File: src/rtl/data_sram_bridge.sv
// Data-memory bridge: core single-cycle port to split req/addr_ok/data_ok bus.
// Stalls the core while an access is outstanding.
module data_sram_bridge #(
  parameter int ADDR_W = 32,
  parameter int DATA_W = 32
) (
  input  logic                clk,
  input  logic                rst,
  input  logic                cpu_en,
  input  logic [DATA_W/8-1:0] cpu_wen,
  input  logic [ADDR_W-1:0]   cpu_addr,
  input  logic [DATA_W-1:0]   cpu_wdata,
  output logic [DATA_W-1:0]   cpu_rdata,
  output logic                cpu_stall,
  output logic                bus_req,
  output logic                bus_wr,
  output logic [1:0]          bus_size,
  output logic [ADDR_W-1:0]   bus_addr,
  output logic [DATA_W-1:0]   bus_wdata,
  input  logic                bus_addr_ok,
  input  logic                bus_data_ok,
  input  logic [DATA_W-1:0]   bus_rdata
);

  localparam int BE_W = DATA_W / 8;

  typedef enum logic [1:0] {
    IDLE,
    REQ,
    RESP,
    DONE
  } state_t;

  state_t state, state_nxt;

  logic       wen_wr;
  logic [1:0] wen_size;
  logic       issue;

  assign issue = (state == IDLE) && cpu_en;

  always_comb begin
    wen_wr   = |cpu_wen;
    wen_size = 2'd2;
    case (cpu_wen)
      BE_W'(4'b0011),
      BE_W'(4'b1100): wen_size = 2'd1;
      BE_W'(4'b0001),
      BE_W'(4'b0010),
      BE_W'(4'b0100),
      BE_W'(4'b1000): wen_size = 2'd0;
      default:        wen_size = 2'd2;
    endcase
  end

  always_ff @(posedge clk or negedge rst) begin
    if (!rst) state <= IDLE;
    else      state <= state_nxt;
  end

  always_comb begin
    state_nxt = state;
    unique case (state)
      IDLE:    if (cpu_en)      state_nxt = REQ;
      REQ:     if (bus_addr_ok) state_nxt = RESP;
      RESP:    if (bus_data_ok) state_nxt = DONE;
      DONE:                     state_nxt = IDLE;
      default:                  state_nxt = IDLE;
    endcase
  end

  assign bus_req   = (state == REQ);
  assign cpu_stall = issue || (state == REQ) || (state == RESP);

  // Request fields load only on issue, so they hold through REQ/RESP/DONE.
  always_ff @(posedge clk or negedge rst) begin
    if (!rst) begin
      bus_wr    <= 1'b0;
      bus_size  <= 2'd0;
      bus_addr  <= '0;
      bus_wdata <= '0;
      cpu_rdata <= '0;
    end else begin
      if (issue) begin
        bus_wr    <= wen_wr;
        bus_size  <= wen_size;
        bus_addr  <= cpu_addr;
        bus_wdata <= cpu_wdata;
      end
      if ((state == RESP) && bus_data_ok && !bus_wr)
        cpu_rdata <= bus_rdata;
    end
  end

endmodule
File: config.mk
export PLATFORM = sky130hd
export DESIGN_NAME = data_sram_bridge
export DESIGN_NICKNAME = d
export VERILOG_FILES = /design/src/rtl/data_sram_bridge.sv
export SDC_FILE = /design/constraint.sdc
export NUM_CORES = 1
export LEC_CHECK = 0
export ABC_AREA = 0
export CAP_MARGIN = 20
export CORE_UTILIZATION = 56
export DETAILED_ROUTE_END_ITERATION = 16
export DONT_BUFFER_PORTS = 1
export PLACE_DENSITY_LB_ADDON = 0.1
export RECOVER_POWER = 50
export SETUP_SLACK_MARGIN = 0.05
export SLEW_MARGIN = 20
export SYNTH_ARGS = -nofsm -noshare
export SYNTH_HDL_FRONTEND = slang
export SYNTH_SLANG_ARGS = --single-unit
File: constraint.sdc
create_clock -name clk -period 1.6 [get_ports clk]
set_clock_uncertainty 0.1 [all_clocks]
set_input_delay 0.16 -clock clk [delete_from_list [all_inputs] [get_ports clk]]
set_output_delay 0.16 -clock clk [all_outputs]
set_load 0.01 [all_outputs]
Yosys cells after proc, flatten, opt, wreduce, memory -nomap -nowiden --
Index checks and enable logic that the tools add are counted.
Word-level totals: bits in registers 101, input port bits 105, output and inout bits 101
Operators by class: eq/ne operators 12, multiplexer cells 5, reductions and logical operators 11
Operator list (number):
- 4-bit by 2-bit equality test with 1-bit output (second input constant) | 2
- 4-bit equality test (second input constant) | 2
- 2-bit case mux with 4 select lines | 1
- 4-bit OR reduction | 2
- 2-bit two-way mux | 3
- 2-bit equality test (second input constant) | 2
- 4-bit by 1-bit equality test with 1-bit output (second input constant) | 1
- 4-bit by 3-bit equality test with 1-bit output (second input constant) | 1
- 2-bit inequality test (second input constant) | 2
- 2-bit case mux with 2 select lines | 1
- 1-bit logical AND | 3
- 3-bit AND reduction | 1
- 2-bit by 1-bit equality test with 1-bit output (second input constant) | 1
- 2-bit logical NOT | 1
- 1-bit logical OR | 2
- 2-bit by 1-bit inequality test with 1-bit output (second input constant) | 1
- 2-bit OR reduction | 1
- 1-bit logical NOT | 1

Longest topological paths before layout --
Gate-level depths: netlist of the first run.
word-level depth 4, depth in mapped cells 6

Least setup slack after synthesis of the first run --
OpenSTA, ideal clock, no wires.
kind flip-flop to flip-flop, from register state[0], to register state[1], data arrival time 1404 ps, data required time 1373 ps, slack -31 ps, cell stages (with the launch flop) 5, path buffers 0, period minus slack after synthesis 1631 ps, path through dfrtp_1 -> inv_1 -> ha_1 -> a222oi_1 -> mux2_1
Between the ends: cells in the longest elaborated chain, start to end 3
Ends and longest elaborated chain:
- from (decl) | RTL line 34 | state_t state, state_nxt;
- from (signal assigned) | RTL line 58 | else state <= state_nxt;
- 2-bit equality test (tied with other cells) | RTL line 63 | unique case (state)
- 2-bit inequality test (no source line) or 2-bit by 1-bit inequality test with 1-bit output (tied branches)
- 3-bit AND reduction (no source line)
Parallel ways exist; a longest one is shown, timed or not. A chain may end at the register's enable or synchronous reset.

Worst setup path after layout of the first run --
from register state[1], to output port cpu_stall
Between the ends: cells in the longest elaborated chain, start to end 4
Ends and longest elaborated chain:
- 2-bit logical NOT | RTL line 40 | assign issue = (state == IDLE) && cpu_en;
- 1-bit logical AND | RTL line 40
- 1-bit logical OR | RTL line 73 | assign cpu_stall = issue || (state == REQ) || (state == RESP);
- 1-bit logical OR (*) | RTL line 73
- to (decl) | RTL line 14 | output logic cpu_stall,
Every way passes the cells marked *; elsewhere a longest branch is shown, timed or not.

==> results, run 1 <==
- Counting distinct cell types in the post-synthesis netlist gives 16.
- The kind of end point of the critical path is a primary output.
- The hold slack is -0.611 ns.
- The per-instance average area after synthesis is 16.3 sq um.
- The cell with the most instances after synthesis is sky130_fd_sc_hd__dfrtp_1.
- The number of hold buffers added after cts is 100.
- The first global-routing pass estimated 14,700 microns of wire.
- In the synthesized netlist the dominant register cell turns out to be sky130_fd_sc_hd__dfrtp_1.
- Summing all placed instances gives a cell area of 0.00400 sq mm.
- The wire length per cell after detailed routing is ~24 microns.
- The root buffer cell chosen for the clock tree is sky130_fd_sc_hd__clkbuf_8.
- For this run, the register share of the synthesized area comes to 0.657.
- The post-route standard cell area excluding fillers is between 0.005 and 0.006 sq mm.
- The number of standard-cell rows in the floorplan is 29.
- The width of the chip is 84.9 microns.
- STA puts the critical path data arrival time at approximately 1.5 ns.
- Prior to clock tree synthesis, the placed netlist has a worst setup slack of -0.125 ns.
- The mapped netlist covers 0.00385 sq mm.
- For the worst setup path, the data required time is 1.34 ns.
- The via density per instance is 5.68.
- The synthesized netlist net count is 345.
- For this run, the detailed router's first-pass iteration total came to 13.
- The count of synthesis-stage warnings from yosys is 0.
- The share of synthesized area in the top cell type comes to 0.657.
- Entering global routing, the biggest net connects 102 pins.
- The critical path in this run is classified as reg -> out.
- Including well taps, the total number of placed cells is 311.
- 0 antenna diodes ended up in the layout.
- The max-cap check violation count is 0.
- The number of buffers and inverters on the critical path is 2.
- At the pin with the least slew margin, the transition time is 0.316 ns.
- The remaining max-slew budget at the tightest pin is 0.787.
- The top fanout value on the critical path is 8.
- Yosys mapped a number of flops with a built-in enable equal to 0.
- The startpoint identified for the worst register-to-register timing path is state[1].
- VDD sags by at most 1.09 mV.
- The count of state elements after synthesis is 101.
- The critical path goes through inv_2 > ha_4 > nand2_8 > buf_12 > nand2_4.
- The checks that failed: design-rule violations, negative hold slack, negative setup slack.
- The floorplan step defined a die boundary enclosing between 0.007 and 0.008 sq mm.
- The net count of the finished layout is 476.
- Power spread over the standard cell area amounts to 1890 mW/mm^2.
- The HPWL after detailed placement is 5330 microns.
- The largest delay contributor family on the critical path is flip-flops.
- Setup repair after global routing could not meet its margin everywhere.
- The share of synthesized flip-flops with an asynchronous set or reset is 1.00.
- The clock latency reported for the late side of the worst-skew pair is 0.36 ns.
- The biggest area contributor in the post-synthesis netlist is sky130_fd_sc_hd__dfrtp_1.
- Of the cells placed in the final design, the portion with a size suffix greater than 1 is 0.396.
- Across all register-to-register paths, the minimum setup slack is -0.10 ns.
- The critical path starts at state[1].
- The final-layout fill cell count is 229.
- The commonest cells after synthesis are sky130_fd_sc_hd__dfrtp_1 (101), sky130_fd_sc_hd__mux2_2 (96), sky130_fd_sc_hd__buf_2 (10).
- The post-detailed-route count of antenna-violating nets is 0.
- Buffers placed on the I/O ports in this run total 0.
- For this configuration, the core starts out at a cell density of 0.592.
- The routability congestion estimate from global placement is 0.691.
- The count of cells in the finished layout, fillers not included, comes to 448.
- The TritonCTS clock tree is yes.
- After clock tree synthesis, the clock-pin slew on the worst setup and hold paths is 0.09 ns.
- The routed design has 10,800 microns of wire.
- From synthesis to final layout, the design area changed by 50.1%.
- The placeable core region is 0.00649 sq mm.
- Dividing the final minimum period by the clock period gives 1.08.
- The maximum clock frequency is 580 MHz.
- The cell with the biggest individual delay on the critical path is sky130_fd_sc_hd__dfrtp_1.
- The smallest clock period supported by the final layout is computed as approximately 1.7 ns.
- The endpoint identified for the worst register-to-register timing path is bus_addr[0].
- The total overflow left after global routing is 0.
- The final-report hold violation count is between 100 and 150.
- The worst min-delay path category is in -> async.
- In the post-synthesis netlist, the biggest area contributors are sky130_fd_sc_hd__dfrtp_1 (66%), sky130_fd_sc_hd__mux2_2 (28%), sky130_fd_sc_hd__buf_2 (1.3%).
- The flow ran to the end, but the final reports show violations.
- The count of clock tree sinks is 101.
- The number of DRC markers in iteration 0 is 114.
- The final number of setup-violating endpoints is 86.
- The largest single stage delay on the critical path is ~0.44 ns.
- The remaining routing DRC violations is 14.
- The length in cells of the worst reg-to-reg path is 6.
- The total count of max-transition violations in the final report is 0.
- The leakage power is 2.74 nW.
- The initial antenna violation count was 0.
- In this run the vertical extent of the chip is 84.9 microns.
- The via count is 2,546.
- The global-route usage over all layers is 0.275.
- The maximum buffer depth of the clock tree is 2.
- Pin placement for this block handled 206 I/O pins.
- The worst setup path is launched from a flop.
- CTS built an H-tree with a depth of 3.
- The via count of the first global-routing pass is 2,830.
- In the synthesized netlist, the number of instances is about 240.
- After layout, the worst setup slack is -0.124 ns.
- The number of clock buffers added by TritonCTS is 9.
layer usage:
| metal | part of all wire | vias to the layer above | track usage | routed length (microns) |
|---|---|---|---|---|
| met2 | 0.53 | 153 | 0.483 | 5780 |
| met4 | 0.034 | 0 | 0.125 | 367 |
| met3 | 0.087 | 28 | 0.0798 | 946 |
| met1 | 0.34 | 1284 | 0.314 | 3730 |
| li1 | - | 1081 | - | - |
| met5 | 0 | - | 0 | 0 |
flip-flops by register name, indices dropped and copies added, names as in the netlist:
name       cells
bus_addr      32
bus_wdata     32
cpu_rdata     32
bus_size       2
state          2
bus_wr         1
layout by cell type (no fill, tap or decap):
cell,instances
sky130_fd_sc_hd__ha_1,1
sky130_fd_sc_hd__nand2_4,1
sky130_fd_sc_hd__bufinv_16,1
sky130_fd_sc_hd__clkbuf_16,5
sky130_fd_sc_hd__a31oi_1,1
sky130_fd_sc_hd__buf_4,10
sky130_fd_sc_hd__o21ai_0,2
sky130_fd_sc_hd__a222oi_1,1
sky130_fd_sc_hd__mux2_4,54
sky130_fd_sc_hd__nand2_1,3
sky130_fd_sc_hd__buf_12,4
sky130_fd_sc_hd__inv_1,3
sky130_fd_sc_hd__mux2_1,1
sky130_fd_sc_hd__mux2i_1,1
sky130_fd_sc_hd__xor2_1,1
sky130_fd_sc_hd__inv_2,2
sky130_fd_sc_hd__dlygate4sd3_1,100
sky130_fd_sc_hd__dfrtp_1,101
sky130_fd_sc_hd__buf_16,1
sky130_fd_sc_hd__nor4bb_1,1
sky130_fd_sc_hd__ha_4,3
sky130_fd_sc_hd__nand2_8,1
sky130_fd_sc_hd__clkbuf_1,2
sky130_fd_sc_hd__nor2_4,1
sky130_fd_sc_hd__o21ai_1,1
sky130_fd_sc_hd__mux2_2,42
sky130_fd_sc_hd__nor2_1,3
sky130_fd_sc_hd__buf_6,8
sky130_fd_sc_hd__clkinv_2,1
sky130_fd_sc_hd__clkinvlp_4,2
sky130_fd_sc_hd__nor4_1,1
sky130_fd_sc_hd__buf_8,2
sky130_fd_sc_hd__nand3b_1,1
sky130_fd_sc_hd__clkbuf_8,9
cell type report:
| class | count | area, sq um | area share |
|---|---|---|---|
| clock buffers | 11 | 131 | 0.0228 |
| clock inverters | 4 | 50.0 | 0.00867 |
| inverters | 5 | 18.8 | 0.00325 |
| multi-input cells | 120 | 1520 | 0.263 |
| flip-flops and latches | 101 | 2530 | 0.438 |
| well taps | 77 | 96.3 | 0.0167 |
| repair buffers | 130 | 1430 | 0.247 |
where the power goes:
part           internal, W  total (W)  switching, W
clock network     0.000714    0.00156      0.000841
logic              0.00256    0.00383       0.00127
registers          0.00387    0.00551       0.00164
worst reg2reg max path, cell delays in order, from the launching register on:
cell and delay (ns):
sky130_fd_sc_hd__dfrtp_1 0.44, sky130_fd_sc_hd__inv_2 0.14, sky130_fd_sc_hd__ha_4 0.20, sky130_fd_sc_hd__nand2_8 0.10, sky130_fd_sc_hd__buf_6 0.14, sky130_fd_sc_hd__clkbuf_16 0.16, sky130_fd_sc_hd__mux2_4 0.31
kinds of logic (layout without fill, tap and decap cells):
| kind of cell | after synthesis | in the layout | share of synthesized area |
|---|---|---|---|
| AOI/OAI and AO/OA | 5 | 5 | 0.00813 |
| xor gates and xnor gates | 1 | 1 | 0.00228 |
| adders and majority gates | 4 | 4 | 0.0130 |
| buffers and inverters | 15 | 150 | 0.0179 |
| DFF | 101 | 101 | 0.657 |
| muxes | 98 | 98 | 0.287 |
| and+or+nand+nor | 12 | 12 | 0.0150 |
how the worst max path moves through the flow:
stage	slack, ns	to	depth (start not counted)
finish	-0.12	cpu_stall	5
detailed placement	-0.13	state[1]	4
global placement	-0.02	state[1]	4
floorplan	-0.004	state[1]	4
CTS	-0.04	state[1]	5
global route	-0.17	cpu_stall	5
through the flow:
| stage | utilization | total power, W | hold slack (ns) | setup TNS [ns] |
|---|---|---|---|---|
| floorplan | - | 0.00696 | -0.236 | -0.00449 |
| global placement | 0.615 | 0.00749 | -0.233 | -0.0228 |
| detailed placement | 0.615 | 0.00771 | -0.234 | -0.607 |
| CTS | 0.852 | 0.0103 | -0.616 | -0.0644 |
| global route | 0.889 | 0.0114 | -0.632 | -8.52 |
| finish | 0.889 | 0.0109 | -0.611 | -5.22 |
repair_timing:
action / in CTS / in global routing
setup buffers: 8 / 8
endpoints found under the hold margin: 199 / 101
pin swaps: 1 / 0
gates resized for setup: 62 / 16
endpoints found under the setup margin: 91 / 93
cloned: 1 / 7
Note: power is estimated with default switching activity, not from simulation.
==> run 2, diff against run 1 <==
--- a/config.mk
+++ b/config.mk
@@ -7,8 +7,9 @@
 export LEC_CHECK = 0
 export ABC_AREA = 0
 export CAP_MARGIN = 20
-export CORE_UTILIZATION = 56
+export CORE_AREA = 2 2 80 82
 export DETAILED_ROUTE_END_ITERATION = 16
+export DIE_AREA = 0 0 82 84
 export DONT_BUFFER_PORTS = 1
 export PLACE_DENSITY_LB_ADDON = 0.1
 export RECOVER_POWER = 50
==> constraint.sdc (replaced) <==
create_clock -name clk -period 2 [get_ports clk]
set_clock_uncertainty 0.1 [all_clocks]
set_input_delay 0.2 -clock clk [delete_from_list [all_inputs] [get_ports clk]]
set_output_delay 0.2 -clock clk [all_outputs]
set_load 0.01 [all_outputs]
==> run 2 against run 1 <==
Compared with the run above: the run ends with negative hold slack left; final cell count is 5.8% lower; hold slack improved by 0.036 ns; combinational power is 51% lower; utilization decreased by 4.9 points; register-to-register slack better by 0.36 ns; sequential share of layout area up 5.6 points; routed wire length is 17% lower; power down 32%; flip-flop and latch count is the same; sequential power shrank 21%; critical path depth down 1; die area shrank 4.4%; critical endpoint is now state[1]; largest cell class unchanged; largest power group unchanged.
==> results, run 2 (same netlist as run 1, synthesis figures left out) <==
- The flow ran to the end, but the final reports show violations.
- The checks that failed: negative hold slack.
- The share of total power dissipated in sequential elements is 0.589.
- The total negative slack is 0 ns.
- In the global route stage, overall resource usage came out at 0.265.
- The required arrival time at the worst endpoint is between 2 and 2.5 ns.
- The width of the chip is 82 microns.
- The post-detailed-route count of antenna-violating nets is 0.
- After global routing the overflow that remains totals 0.
- The number of H-tree branching levels is 3.
- The data arrival time of the worst path is 1.88 ns.
- The clock latency reported for the late side of the worst-skew pair is 0.35 ns.
- The worst min-delay path category is in -> async.
- The switching portion of total power is 0.354.
- The first routing iteration left 83 violations.
- The number of buffers created by CTS is 9.
- The number of top-level pins is 206.
- The slowest stage of the critical path belongs to the cell sky130_fd_sc_hd__a222oi_1.
- The total count of max-transition violations in the final report is 0.
- The maximum clock frequency is around 570 MHz.
- The share of total power dissipated in combinational logic is 0.255.
- The via count of the first global-routing pass is 2,645.
- The leakage power is 2.26 nW.
- The detailed-routing iteration count for the pre-antenna-repair pass is 4.
- For this run, design rule violations remaining after detail routing come to 0.
- The power spent charging and discharging nets is 0.00263 W.
- The tree is rooted in a sky130_fd_sc_hd__clkbuf_8.
- The hold slack is -0.575 ns.
- The maximum buffer depth of the clock tree is 2.
- The clock-pin slew on the worst setup and hold paths is 0.09 ns.
- The initial standard-cell utilization of the core is 0.631.
- The floorplan has 29 rows.
- The final-report hold violation count came to approximately 100.
- The final number of setup-violating endpoints is 0.
- Summing all placed instances gives a cell area of 0.00394 sq mm.
- The delay of the slowest critical-path stage is 0.46 ns.
- At the end of the flow the core is filled with cells to 0.840.
- The power share of the clock group is 0.156.
- Summing over every cut layer, the via total after detailed routing is 2,316.
- The critical path goes through inv_1 > ha_1 > a222oi_1 > mux2_1.
- Once layout is done, the placed cells without fillers occupy between 0.005 and 0.006 sq mm.
- Counting every sink on the clock net gives about 100.
- For the finished layout, the period the worst path requires is around 1.7 ns.
- Dividing the detail-routed via count by the number of cells gives ~5.5.
- In the final routed layout, each cell accounts on average for around 21 microns.
- The top fanout value on the critical path is 3.
- The remaining max-slew budget at the tightest pin is 0.689.
- The net count of the finished layout is ~450.
- Max-cap violations in this run came to 0.
- The setup path with the least slack is of type reg -> reg.
- The kind of end point of the critical path is a flop.
- The die height is 84 microns.
- Leaving out fill and tap cells, the most frequent cell in the layout is sky130_fd_sc_hd__dfrtp_1.
- The placeable core region is 0.00610 sq mm.
- The routability congestion estimate from global placement is approximately 0.69.
- Detailed placement ended at an HPWL of roughly 5500 microns.
- Compared with the post-synthesis result, the final layout area differs by 33.1%.
- The initial antenna violation count came to 0.
- The total die area is 0.00689 sq mm.
- The maximum resistive drop on vdd is 1.05 mV.
- The worst setup path is launched from a flop.
- The repair_antennas step left the layout with diodes totalling 0.
- The design internal power is 0.00479 W.
- The total routed wirelength is roughly 9000 microns.
- Setup repair after global routing left no endpoint under its margin.
- The number of hold buffers added after cts is 100.
- The slew of the pin with the lowest slew margin is 0.466 ns.
- The post-route fraction of the period consumed by the critical path is 0.872.
- The number of I/O port buffers is 0.
- In this run the power density over the cells is 1450 mW/mm^2.
- The pin count of the biggest net entering global routing is 102.
- The first global-routing pass estimated 13,200 microns of wire.
- The TritonCTS clock tree is yes.
- In the layout the commonest cells are sky130_fd_sc_hd__dfrtp_1 (101), sky130_fd_sc_hd__dlygate4sd3_1 (100), sky130_fd_sc_hd__mux2_2 (96).
- The largest registers in the layout are bus_addr x32, bus_wdata x32, cpu_rdata x32.
- In the final layout, the share of cells above drive strength 1 is 0.333.
run 2: cell types whose count changed in the layout (fill, tap and decap cells not counted), moves of 5 or more:
cell / change
sky130_fd_sc_hd__mux2_2: +54
sky130_fd_sc_hd__buf_4: -9
sky130_fd_sc_hd__mux2_4: -54
sky130_fd_sc_hd__buf_6: -8
sky130_fd_sc_hd__clkbuf_16: -5
run 2: layer usage:
| layer | routed length [microns] | vias to the layer above | global-route usage |
|---|---|---|---|
| met5 | 0 | - | 0 |
| met4 | 242 | 0 | 0.132 |
| li1 | - | 1029 | - |
| met1 | 2990 | 1121 | 0.269 |
| met3 | 916 | 24 | 0.0920 |
| met2 | 4850 | 142 | 0.469 |
run 2: final timing paths:
check,startpoint,endpoint,slack [ns],cells after the start
setup / recovery,state[1],state[1],0.26,4
hold / removal,rst,cpu_rdata[22],-0.58,0
setup reg to reg,state[1],state[1],0.26,4
hold reg to reg,state[1],state[1],0.43,1
max in group asynchronous,rst,state[0],2.26,0
min in group clk,cpu_en,state[0],0.05,3
run 2: layout make-up:
type,instances,area (sq um)
flip-flops and latches,101,2530
clock inverters,5,35.0
well taps,77,96.3
fillers,279,976
clock buffers,11,141
inverters,5,18.8
multi-input cells,120,1250
repair buffers,103,1050
run 2: worst max-delay path, delay by kind of cell, from the launching register on:
| family | cells | cell delay (ns) |
|---|---|---|
| AOI/OAI and AO/OA | 1 | 0.46 |
| DFF | 1 | 0.37 |
| muxes | 1 | 0.36 |
| adders and majority gates | 1 | 0.26 |
| buffers and inverters | 1 | 0.08 |
run 2: stage by stage:
stage / total power, W / std cells / hold slack, ns / setup slack (ns)
3_3_place_gp: 0.00592 / 306 / -0.193 / 0.340
2_1_floorplan: 0.00556 / 236 / -0.196 / 0.369
3_5_place_dp: 0.00612 / 306 / -0.193 / 0.234
6_report: 0.00742 / 422 / -0.575 / 0.255
5_1_grt: 0.00782 / 422 / -0.594 / 0.138
4_1_cts: 0.00742 / 422 / -0.581 / 0.223
run 2: power groups by stage:
stage	clock (W)	combinational [W]	sequential, W
finish	0.00116	0.00189	0.00437
global route	0.00128	0.00206	0.00448
CTS	0.00117	0.00188	0.00436
detailed placement	0	0.00174	0.00439
global placement	0	0.00157	0.00435
floorplan	0	0.00146	0.00410
run 2: what timing repair did:
item	in CTS	in global routing
hold endpoints to repair	199	101
gates resized for setup	0	0
buffers inserted	0	0
==> run 3, diff against run 2 <==
--- a/config.mk
+++ b/config.mk
@@ -7,10 +7,10 @@
 export LEC_CHECK = 0
 export ABC_AREA = 0
 export CAP_MARGIN = 20
-export CORE_AREA = 2 2 80 82
+export CORE_UTILIZATION = 62
 export DETAILED_ROUTE_END_ITERATION = 16
-export DIE_AREA = 0 0 82 84
 export DONT_BUFFER_PORTS = 1
+export GPL_TIMING_DRIVEN = 0
 export PLACE_DENSITY_LB_ADDON = 0.1
 export RECOVER_POWER = 50
 export SETUP_SLACK_MARGIN = 0.05
==> constraint.sdc (replaced) <==
create_clock -name clk -period 1.8 [get_ports clk]
set_clock_uncertainty 0.1 [all_clocks]
set_input_delay 0.18 -clock clk [delete_from_list [all_inputs] [get_ports clk]]
set_output_delay 0.18 -clock clk [all_outputs]
set_load 0.01 [all_outputs]
==> run 3 against run 2 <==
Compared with the run above: the run now fails in 4_1_cts; synthesized area stayed put; synthesized cell count is the same.
==> results, run 3 <==
- The count of synthesis-stage warnings from yosys is 0.
- The number of hold buffers added after cts is roughly 100.
- The H-tree was split into 3 levels.
- The sequential-to-total area share from yosys stat is 0.657.
- The initial standard-cell utilization of the core is 0.646.
- The cell type with the highest aggregate area in the netlist is sky130_fd_sc_hd__dfrtp_1.
- The first error in the log reads "[ERROR RSZ-0060] Max buffer count reached".
- Post-CTS repair changed the size of 9 cells.
- The clock passes through at most 2 buffers.
- The number of buffers created by CTS is 9.
- The count of state elements after synthesis is 101.
- The cell with the most instances after synthesis is sky130_fd_sc_hd__dfrtp_1.
- The synthesized design contains 0 enable-type register cells.
- In this run, distinct cell masters in the synthesized netlist total 16.
- The number of top-level pins is 206.
- During placement, the flow inserted port buffers numbering 0.
- The share of synthesized flip-flops with an asynchronous set or reset is 1.00.
- A synthesized cell averages ~16 sq um.
- The number of standard-cell rows in the floorplan is 28.
- The number of standard cells after synthesis is 236.
- The width of the chip is 80.8 microns.
- The most frequently used flop master after synthesis is sky130_fd_sc_hd__dfrtp_1.
- The synthesized netlist net count is 345.
- The die is 80.8 microns tall.
- The commonest cells after synthesis are sky130_fd_sc_hd__dfrtp_1 (101), sky130_fd_sc_hd__mux2_2 (96), sky130_fd_sc_hd__buf_2 (10).
- The buffer type at the clock tree root is sky130_fd_sc_hd__clkbuf_8.
- The failing step is 4_1_cts.
- The cell area after technology mapping is 0.00385 sq mm.
- The share of Yosys cell area claimed by the top area cell type is 0.657.
- The routability congestion estimate from global placement is between 0.7 and 0.8.
- The run stopped with a tool error.
- Yosys attributes the largest share of cell area to sky130_fd_sc_hd__dfrtp_1 (66%), sky130_fd_sc_hd__mux2_2 (28%), sky130_fd_sc_hd__buf_2 (1.3%).
- After legalization and detailed placement, the total HPWL measured 5410 microns.
- The tree built by TritonCTS fans out to 101 sinks.
- In this run the post-CTS setup repair buffer count came out at 1.
-- run 3: cell counts after synthesis --
Identical to the previous run, type by type.
-- run 3: cells by family after synthesis --
| group | synth area share |
|---|---|
| adder cells (fa/ha/maj) | 0.0130 |
| flip-flops | 0.657 |
| AO/OA/AOI/OAI | 0.00813 |
| XOR/XNOR | 0.00228 |
| multiplexers | 0.287 |
| AND/OR/NAND/NOR | 0.0150 |
| buffers and inverters | 0.0179 |
-- run 3: metrics by stage --
step	setup WS [ns]	setup TNS, ns	area, sq um	instances
detailed placement	-0.0636	-2.41	3940	311
global placement	0.0256	0	3940	311
floorplan	0.169	0	3850	236
==> run 4, diff against run 3 <==
--- a/config.mk
+++ b/config.mk
@@ -7,13 +7,12 @@
 export LEC_CHECK = 0
 export ABC_AREA = 0
 export CAP_MARGIN = 20
-export CORE_UTILIZATION = 62
+export CORE_UTILIZATION = 40
 export DETAILED_ROUTE_END_ITERATION = 16
 export DONT_BUFFER_PORTS = 1
 export GPL_TIMING_DRIVEN = 0
-export PLACE_DENSITY_LB_ADDON = 0.1
+export PLACE_DENSITY_LB_ADDON = 0.15
 export RECOVER_POWER = 50
-export SETUP_SLACK_MARGIN = 0.05
 export SLEW_MARGIN = 20
 export SYNTH_ARGS = -nofsm -noshare
 export SYNTH_HDL_FRONTEND = slang
==> run 4 against run 3 <==
Compared with the run above: the flow again stops in 4_1_cts; synthesized area unchanged; synthesized cell count unchanged.
==> results, run 4 <==
- By count the netlist is led by sky130_fd_sc_hd__dfrtp_1 (101), sky130_fd_sc_hd__mux2_2 (96), sky130_fd_sc_hd__buf_2 (10).
- Port buffering added 0 buffers.
- The run stopped with a tool error.
- The number of standard-cell rows in the floorplan is 35.
- The cell area after technology mapping is 0.00385 sq mm.
- Once placement completed, the tool counted placed cells totaling 365.
- The most used flip-flop cell after synthesis is sky130_fd_sc_hd__dfrtp_1.
- The average instance in the mapped netlist occupies 16.3 sq um.
- The tool reported: "[ERROR RSZ-0060] Max buffer count reached".
- In this run the vertical extent of the chip is roughly 100 microns.
- The post-synthesis cell type count is 16.
- Counting every net in the synthesized netlist gives 345.
- The clock tree synthesis step divided the H-tree into 3 levels.
- The count of clock tree sinks is between 100 and 150.
- The sequential-to-total area share from yosys stat is 0.657.
- After legalization and detailed placement, the total HPWL measured between 4000 and 5000 microns.
- The cell type with the highest aggregate area in the netlist is sky130_fd_sc_hd__dfrtp_1.
- The count of synthesis-stage warnings from yosys is 0.
- 206 I/O pins were placed.
- The number of hold buffers added after cts is 102.
- Counting along the longest clock path gives a buffer depth of 2.
- The number of instances resized during post-cts repair is 4.
- The synthesized design contains 101 register bits.
- By instance count, the leading cell after synthesis is sky130_fd_sc_hd__dfrtp_1.
- The number of clock buffers added by TritonCTS is 9.
- The number of setup buffers added after CTS is 1.
- Counting flops with a built-in enable in the synthesized netlist gives 0.
- The buffer type at the clock tree root is sky130_fd_sc_hd__clkbuf_8.
- In the synthesized netlist the async set-or-reset flop fraction comes to 1.00.
- Progress stopped at 4_1_cts.
- Yosys attributes the largest share of cell area to sky130_fd_sc_hd__dfrtp_1 (66%), sky130_fd_sc_hd__mux2_2 (28%), sky130_fd_sc_hd__buf_2 (1.3%).
- The initial standard-cell utilization of the core is 0.414.
- The die is approximately 100 microns wide.
- The number of standard cells after synthesis is 236.
- Of the post-synthesis cell area, the dominant cell type holds 0.657.
- The congestion estimate from routability-driven global placement came to 0.761.
## run 4: metrics by stage
step | instance area (sq um) | setup slack, ns | hold slack [ns] | utilization | setup TNS (ns)
detailed placement | 4010 | -0.0579 | -0.214 | 0.432 | -0.927
global placement | 4010 | -0.0467 | -0.213 | 0.432 | -0.445
floorplan | 3850 | 0.169 | -0.216 | - | 0
## run 4: kinds of logic after synthesis
family	Yosys count	synth area share
AOI/OAI and AO/OA	5	0.00813
xor gates and xnor gates	1	0.00228
adders and majority gates	4	0.0130
buffers and inverters	15	0.0179
DFF	101	0.657
muxes	98	0.287
and+or+nand+nor	12	0.0150
